==> src/rtl/priority_encoder.sv <==
// Registered priority encoder: reports the index of the winning request bit
// one clock after sampling, plus an idle flag when no request is present.
// MSB_FIRST selects whether the highest or the lowest set bit wins.
module priority_encoder #(
  parameter int WIDTH     = 8,
  parameter int MSB_FIRST = 1,
  localparam int OUT_W    = $clog2(WIDTH)
) (
  input  logic             clk,
  input  logic             rst,
  input  logic [WIDTH-1:0] In,
  output logic             idle,
  output logic [OUT_W-1:0] Out
);

  logic [OUT_W-1:0] out_next;
  logic             idle_next;

  // Scans in the direction that lets the winning bit be the last match.
  // With no bits set, the index stays at 0.
  function automatic logic [OUT_W-1:0] encode(input logic [WIDTH-1:0] req);
    logic [OUT_W-1:0] idx;
    idx = '0;
    if (MSB_FIRST != 0) begin
      for (int i = 0; i < WIDTH; i++) begin
        if (req[i]) idx = OUT_W'(i);
      end
    end else begin
      for (int i = WIDTH - 1; i >= 0; i--) begin
        if (req[i]) idx = OUT_W'(i);
      end
    end
    return idx;
  endfunction

  // Combinational encode of the current request vector.
  always_comb begin
    out_next  = encode(In);
    idle_next = (In == '0);
  end

  // Output register; reset forces index 0 and idle.
  always_ff @(posedge clk or posedge rst) begin
    if (rst) begin
      Out  <= '0;
      idle <= 1'b1;
    end else begin
      Out  <= out_next;
      idle <= idle_next;
    end
  end

endmodule

==> config.mk <==
export PLATFORM = sky130hd
export DESIGN_NAME = priority_encoder
export DESIGN_NICKNAME = d
export VERILOG_FILES = /design/src/rtl/priority_encoder.sv
export SDC_FILE = /design/constraint.sdc
export NUM_CORES = 1
export LEC_CHECK = 0
export CAP_MARGIN = 20
export CORE_AREA = 3 3 40 42
export DETAILED_ROUTE_END_ITERATION = 12
export DIE_AREA = 0 0 43 45
export SKIP_CTS_REPAIR_TIMING = 1
export SLEW_MARGIN = 30
export SYNTH_ARGS = -nofsm -noshare
export SYNTH_HDL_FRONTEND = slang
export SYNTH_SLANG_ARGS = --single-unit
==> constraint.sdc <==
create_clock -name clk -period 0.8 [get_ports clk]
set_input_delay 0.16 -clock clk [delete_from_list [all_inputs] [get_ports clk]]
set_output_delay 0.16 -clock clk [all_outputs]
set_load 0.02 [all_outputs]
# After elaboration in Yosys (flattened, before gate mapping)
# Index checks and enable logic that the tools add are counted.
[word_totals]
ff_bits = 4
in_bits = 10
output_inout_bits = 4
elab_cells = 10
[op_classes]
muxes = 7
reduce_logical = 1
[ops]
columns = ["operator", "count"]
rows = [
  ["2-to-1 mux 3 bit", 6],
  ["logical NOT 8 bit", 1],
  ["2-to-1 mux 1 bit", 1],
]

# Depth between registers and ports, before layout
# Gate-level depths: netlist of run 1.
[logic_depth]
depth_word = 7
depth_mapped = 3
mapped_depth_nobuf = 3

# Worst setup path after synthesis of run 1
# Ideal clock, no wire load.
[synth_path]
kind = "reg-to-output"
start = "register idle"
end = "output port idle"
t_arrival_ps = 554
t_required_ps = 640
path_slack_ps = 86
path_stages_with_launch = 1
n_path_buf = 0
path_cell_list = "dfstp_2"
[synth_lines]
columns = ["item", "line", "rtl"]
rows = [
  ["from (decl)", "12", "output logic idle,"],
  ["from (signal assigned)", "49", "idle <= idle_next;"],
]
# No word-level cell between the ends.

# Final worst setup path of run 1
[layout_path]
start = "register idle"
end = "output port idle"
# No word-level cell between the ends.

==> flow_results.org, run 1 <==
** Die
- Die Outline Area :: 1935 sq um
- Vertical die dimension :: 45 um
- FP Rows :: 13
- Standard cell core area :: 1285 sq um
- Horizontal die dimension :: 43 um
- The initial utilization of the core area, before any placement, comes to 13.44%.
- Number of top-level pins :: 14

** Route
- The final route contains 177 vias.
- Total wirelength of the detailed-routed design :: 424 um
- Wirelength per Cell :: 8.314 um
- DRC violation count after routing :: 0
- Length of the first detailed-routing pass in iterations :: 1
- In the routed layout, each cell is associated on average with a via count of 3.471.
- Final antenna-violating net count :: 0
- The first routing iteration left 0 violations.

** Logic synthesis
- Of the total synthesized cell area, the portion taken by full adders, half adders and majority gates is 0%.
- Sequential cells were found to cover 58.70% of the synthesized design area.
- Synth Area in Simple Gates :: 20.29%
- After synthesis, the largest family of logic cells by area is simple AND/OR/NAND/NOR gates.
- The share of synthesized area in the top cell type comes to 43.48%.
- Synthesis instantiated 9 different standard cells from the library.
- Post-synth net total :: 26
- Synthesis inferred 4 register bits.
- Post-synthesis average cell area :: 10.79 sq um
- By count the netlist is led by 3 x dfrtp_1, 3 x inv_1, 2 x a21oi_1, 2 x nor2_1, 2 x o31ai_1.
- During synthesis, Yosys emitted a total of 0 warnings.
- Of all flip-flops after synthesis, the portion carrying an async set or reset was 100.0%.
- Top post-synthesis cells by area :: dfrtp_1 43%, dfstp_2 15%, nor4b_2 8.7%
- For this run, the leading register cell type out of synthesis is dfrtp_1.
- The synthesized design spends more area on one cell type than any other, namely dfrtp_1.
- Compound-cell area share of the yosys netlist :: 14.49%
- Synthesis handed over a netlist of 16 instances.
- Mux contribution to synthesized area :: 0%
- Post-synthesis instance area :: 172.7 sq um
- Number of enable flip-flop cells after synthesis :: 0
- Summing the areas of all xor and xnor instances in the mapped netlist gives 0% of the synthesized area.

** Timing
- The final number of max-transition violations came to 0.
- Number of hold-slack violations in the final timing report :: 0
- Number of setup violations in the final report :: 4
- Min cycle time layout :: 1.012 ns
- In the post-route analysis, the smallest setup slack over all paths is -0.2116 ns.
- Max-slew headroom :: 84.35%
- For the pin with the worst max-slew slack, the measured transition is 0.2328 ns.
- FMAX :: 0.9886 GHz
- Dividing the final minimum period by the clock period gives 126.4%.
- Setup repair after global routing could not meet its margin everywhere.
- Setup total negative slack on the finished layout was measured at -0.4645 ns.
- Worst hold slack across all endpoints :: 0.1047 ns

** Critical path
- Crit path largest cell delay :: 0.51 ns
- Highest-delay cell along the critical path :: dfstp_2
- Together, buffers and inverters on the worst path number 1.
- Worst setup EP type :: output port
- The worst setup path is of the reg2out kind.
- Biggest fanout along the worst timing path :: 1
- Crit-path leading delay family :: flip-flops
- Worst path arrival time :: 0.85 ns
- For the worst setup path, the data required time is 0.64 ns.
- Critical path launch point type :: register
- Worst-path cell chain :: buf_6

** CTS
- Number of clock sinks seen by CTS :: 4
- Clock-pin slew of the registers on the worst-case setup and hold paths :: 0.04 ns
- Cts bufs inserted :: 3
- In this run the number of H-tree levels came out at 1.
- TritonCTS built the clock tree.
- Maximum count of clock buffers along a single path :: 2
- The cell sitting at the root of the clock tree is a clkbuf_4.

** Placement
- Cell total after placement :: 47
- Summed over all nets, the half-perimeter wirelength after detailed placement is 327.5 um.
- Number of buffers added on ports :: 13
- In this run the cell area measured after placement is 344.1 sq um.
- Routability congestion estimate from global placement :: 0.6879

** Layout
- The number of antenna diodes in the final layout is 0.
- Post-synthesis to final-layout area growth :: 131.9%
- Non-Filler Cell Area, Final :: 400.4 sq um
- At the end of the flow, the number of nets in the layout was 47.
- The count of cells in the finished layout, fillers not included, comes to 51.
- Fill cells in the final layout number 140.
- Cells with a size suffix above 1 make up 44.44% of the layout.

** Flow run
- Count of max-cap constraint violations :: 0

** Global routing
- For this run, the total global-route usage over all layers was measured as 5.100%.
- The first global-routing pass estimated 641 um of wire.
- Entering global routing, the biggest net connects 5 pins.
- Grt total ovfl :: 0
- The number of antenna violations at the first check in global routing was 0.
- Via count of the first global-routing pass :: 192

** Power and ir drop
- Power Total :: 0.0005918 W
- Pwr/cell area :: 1478 nW/um^2
- Leakage component of the power :: 0.2259 nW
- IR analysis of the VDD net gives a maximum drop of 0.3650 mV.

** Worst hold path
- Type of the most critical hold path :: in2async

** Outcome
- Status :: finished, violations left
- Violated checks :: negative setup slack
==> path summary, 6_finish.rpt <==
| check | depth (start not counted) | end | startpoint |
|---|---|---|---|
| worst max-delay path | 1 | idle | idle |
| min in group clk | 2 | idle | In[1] |
| max in group asynchronous | 2 | idle | rst |
| worst min-delay path | 2 | Out[1] | rst |
==> cell families (layout without fill, tap and decap cells) <==
| logic type | Yosys count | in the layout |
|---|---|---|
| AND/OR/NAND/NOR | 5 | 5 |
| AO/OA/AOI/OAI | 4 | 4 |
| flip-flops | 4 | 4 |
| buffers and inverters | 3 | 23 |
==> report_power, final <==
group | leakage, nW | internal, W | switching [W]
clock | 0.0150 | 0.000187 | 0.0000820
combinational | 0.171 | 0.0000626 | 0.0000463
sequential | 0.0401 | 0.000211 | 0.00000235
==> stage by stage <==
| stage | setup slack, ns | utilization, % |
|---|---|---|
| floorplan | 0.08559 | - |
| global placement | -0.4378 | 26.78 |
| detailed placement | -0.4460 | 26.78 |
| CTS | -0.7003 | 28.82 |
| global route | -0.2312 | 31.16 |
| finish | -0.2116 | 31.16 |
==> layout by cell type, fill, tap and decap left out, drive strengths merged <==
cell type	Yosys	layout
a21oi	2	2
buf	0	7
clkbuf	0	4
clkdlybuf4s50	0	2
dfrtp	3	3
dfstp	1	1
dlymetal6s2s	0	7
inv	3	3
nand2	1	1
nor2	3	3
nor4b	1	1
o31ai	2	2
==> sequential cells by signal, indices dropped and copies added (netlist names) <==
name	count
idle	1
Out	3
==> layout make-up <==
cell class / count / area [sq um] / area share, %
clock buffer: 4 / 26.28 / 6.563
timing repair buffer: 16 / 168.9 / 42.19
multi-input combinational: 9 / 73.82 / 18.44
inverter: 3 / 11.26 / 2.812
sequential: 4 / 101.3 / 25.31
tap: 15 / 18.77 / 4.688
==> layer usage <==
metal / track usage (%) / wire [um] / up-vias
met5: 0 / 0 / -
met4: 10.84 / 0 / 0
met3: 0.7968 / 60 / 0
met2: 6.886 / 204 / 12
met1: 4.390 / 159 / 73
li1: - / - / 92
(Power assumes the default switching activity.)
==> run 2, diff against run 1 <==
Settings changed: CTS_CLUSTER_DIAMETER set to 40.
==> results of run 2 <==
Same layout as run 1: the final DEF is identical, and so are final timing and power.
==> run 3, diff against run 2 <==
Settings changed: CORE_AREA 3 3 40 42 to 2 2 39 41, DIE_AREA 0 0 43 45 to 0 0 41 43, REMOVE_ABC_BUFFERS set to 1.
==> run 3 against run 2 <==
- the run still ends with negative setup slack left
- final cell count up 2.0%
- via count grew 6.2%
- routed wire length is 0.71% higher
- non-clock buffer count unchanged
- sequential power barely moved
- setup slack improved by 0.0031 ns
- sequential cell count is the same
- clock power about the same
- maximum frequency increased by 0.31%
- critical path depth is the same
- critical path type unchanged
- largest cell class unchanged
==> flow_results.org, run 3 (same netlist as run 1, synthesis figures left out) <==
** Outcome
- The flow ran to the end, but the final reports show violations.
- The final reports fail on negative setup slack.

** Critical path
- Combined buffer and inverter count along the critical path :: 1
- For the worst setup path, the data arrival time is 0.85 ns.
- The cell family contributing the most delay on the critical path is flip-flops.
- The largest single stage delay on the critical path is 0.51 ns.
- STA classifies the critical path endpoint as an output port.
- The critical path is of the reg2out type.
- Worst-path cell chain :: buf_6
- At the worst endpoint, the required time is 0.64 ns.
- The largest individual stage delay along the critical path comes from the cell dfstp_2.
- Critical path launch point type :: register
- In this run the worst path has a maximum fanout of 1.

** Route
- Wirelength per Cell :: 8.212 um
- Routed vias/inst :: 3.615
- Once detail routing completed, the nets flagged for antenna violations numbered 0.
- The final layout contains routed wiring with a total length of 427 um.
- Length of the first detailed-routing pass in iterations :: 2
- Iter 0 DRT Violations :: 2
- DRC violation count after routing :: 0
- Vias :: 188

** Global routing
- Antenna violations before repair :: 0
- Grt total ovfl :: 0
- The first global-routing pass estimated 710 um of wire.
- Entering global routing, the biggest net connects 5 pins.
- Total track usage :: 6.633%
- The number of global-route vias before repair is 191.

** Timing
- After layout, the worst path uses 126.1% of the clock period.
- Headroom to the max-slew limit came out at 85.00%.
- Worst hold slack across all endpoints :: 0.1145 ns
- Final count of pins violating max slew :: 0
- Number of setup violations in the final report :: 4
- The total count of hold-check failures in the final report is 0.
- FMAX :: 0.9916 GHz
- Setup repair after global routing could not meet its margin everywhere.
- Final-layout setup total negative slack :: -0.4654 ns
- Worst setup margin :: -0.2084 ns
- Min cycle time layout :: 1.008 ns
- Pin slew with the least headroom to its limit :: 0.2232 ns

** Flow run
- Count of max-cap constraint violations :: 0

** Layout
- Registers take 101.3 sq um.
- Post-route core utilization :: 29.48%
- Counting the fill cells in the layout gives 153.
- Final instance count without filler cells :: 52
- 0 antenna diodes ended up in the layout.
- Largest registers ranked by flip-flop count :: Out (3), idle (1)
- The net count of the finished layout is 47.
- Of the cells placed in the final design, the portion with a size suffix greater than 1 is 44.44%.
- Out holds more flip-flops than any other register.
- Max FFs per register :: 3
- Leaving out fill and tap cells, the most frequent cell in the layout is dlymetal6s2s_1.
- The top cell types in the final layout, fill and taps aside, are 7 x dlymetal6s2s_1, 4 x buf_6.
- The multi-input combinational cells in the finished layout cover a total of 73.82 sq um.
- Post-synthesis to final-layout area growth :: 136.2%

** CTS
- The tree is rooted in a clkbuf_4.
- TritonCTS built the clock tree.
- In this run the deepest clock path goes through 2 buffers.
- In this run the number of H-tree levels came out at 1.
- After clock tree synthesis, the clock-pin slew on the worst setup and hold paths is 0.04 ns.
- Clock tree synthesis found a total of 4 sinks.
- TritonCTS created 3 clock buffers.

** Die
- Horizontal die dimension :: 41 um
- Initial Utilization :: 12.48%
- Standard cell core area :: 1384 sq um
- During I/O placement, the number of pins put on the boundary was 14.
- The floorplan has 14 rows.
- Die Outline Area :: 1763 sq um
- In this run the vertical extent of the chip is 43 um.

** Power and ir drop
- Power Total :: 0.0005977 W
- Dividing total power by cell area gives a power density of 1465 nW/um^2.
- The worst-case IR drop observed on VDD is 0.3678 mV.
- The analysis attributes to cell leakage a power of 0.2286 nW.

** Placement
- Summed over all nets, the half-perimeter wirelength after detailed placement is 347.8 um.
- Routability-driven placement finished with a final weighted congestion of 0.7190.
- Number of buffers added on ports :: 13
- Cell total after placement :: 48

** Worst hold path
- The worst hold path belongs to the class in2async.
-- run 3: layout make-up --
cell class,instances,area share (%)
well taps,16,4.908
inverters,3,2.761
flip-flops and latches,4,24.85
multi-input cells,9,18.10
repair buffers,16,42.94
clock buffers,4,6.442
-- run 3: worst max-delay path by stage --
stage	cells past startpoint	end	startpoint
floorplan	0	idle	idle
global placement	1	idle	idle
detailed placement	1	idle	idle
CTS	1	idle	idle
global route	1	idle	idle
finish	1	idle	idle
-- run 3: through the flow --
| step | area (sq um) | setup WS (ns) |
|---|---|---|
| floorplan | 172.7 | 0.08559 |
| finish | 407.9 | -0.2084 |
| CTS | 371.6 | -0.6934 |
| global route | 407.9 | -0.2353 |
| detailed placement | 345.3 | -0.4390 |
| global placement | 345.3 | -0.4368 |
-- run 3: power breakdown --
group          total (W)  switching, W  internal [W]
logic           0.000113     0.0000463     0.0000668
clock network   0.000269     0.0000823      0.000187
registers       0.000215    0.00000354      0.000212
-- run 3: routing by layer --
layer | track usage (%) | share of wire [%]
met5 | 0 | 0
met4 | 8.000 | 0
met3 | 3.665 | 7.3
met2 | 8.750 | 52
met1 | 6.129 | 40
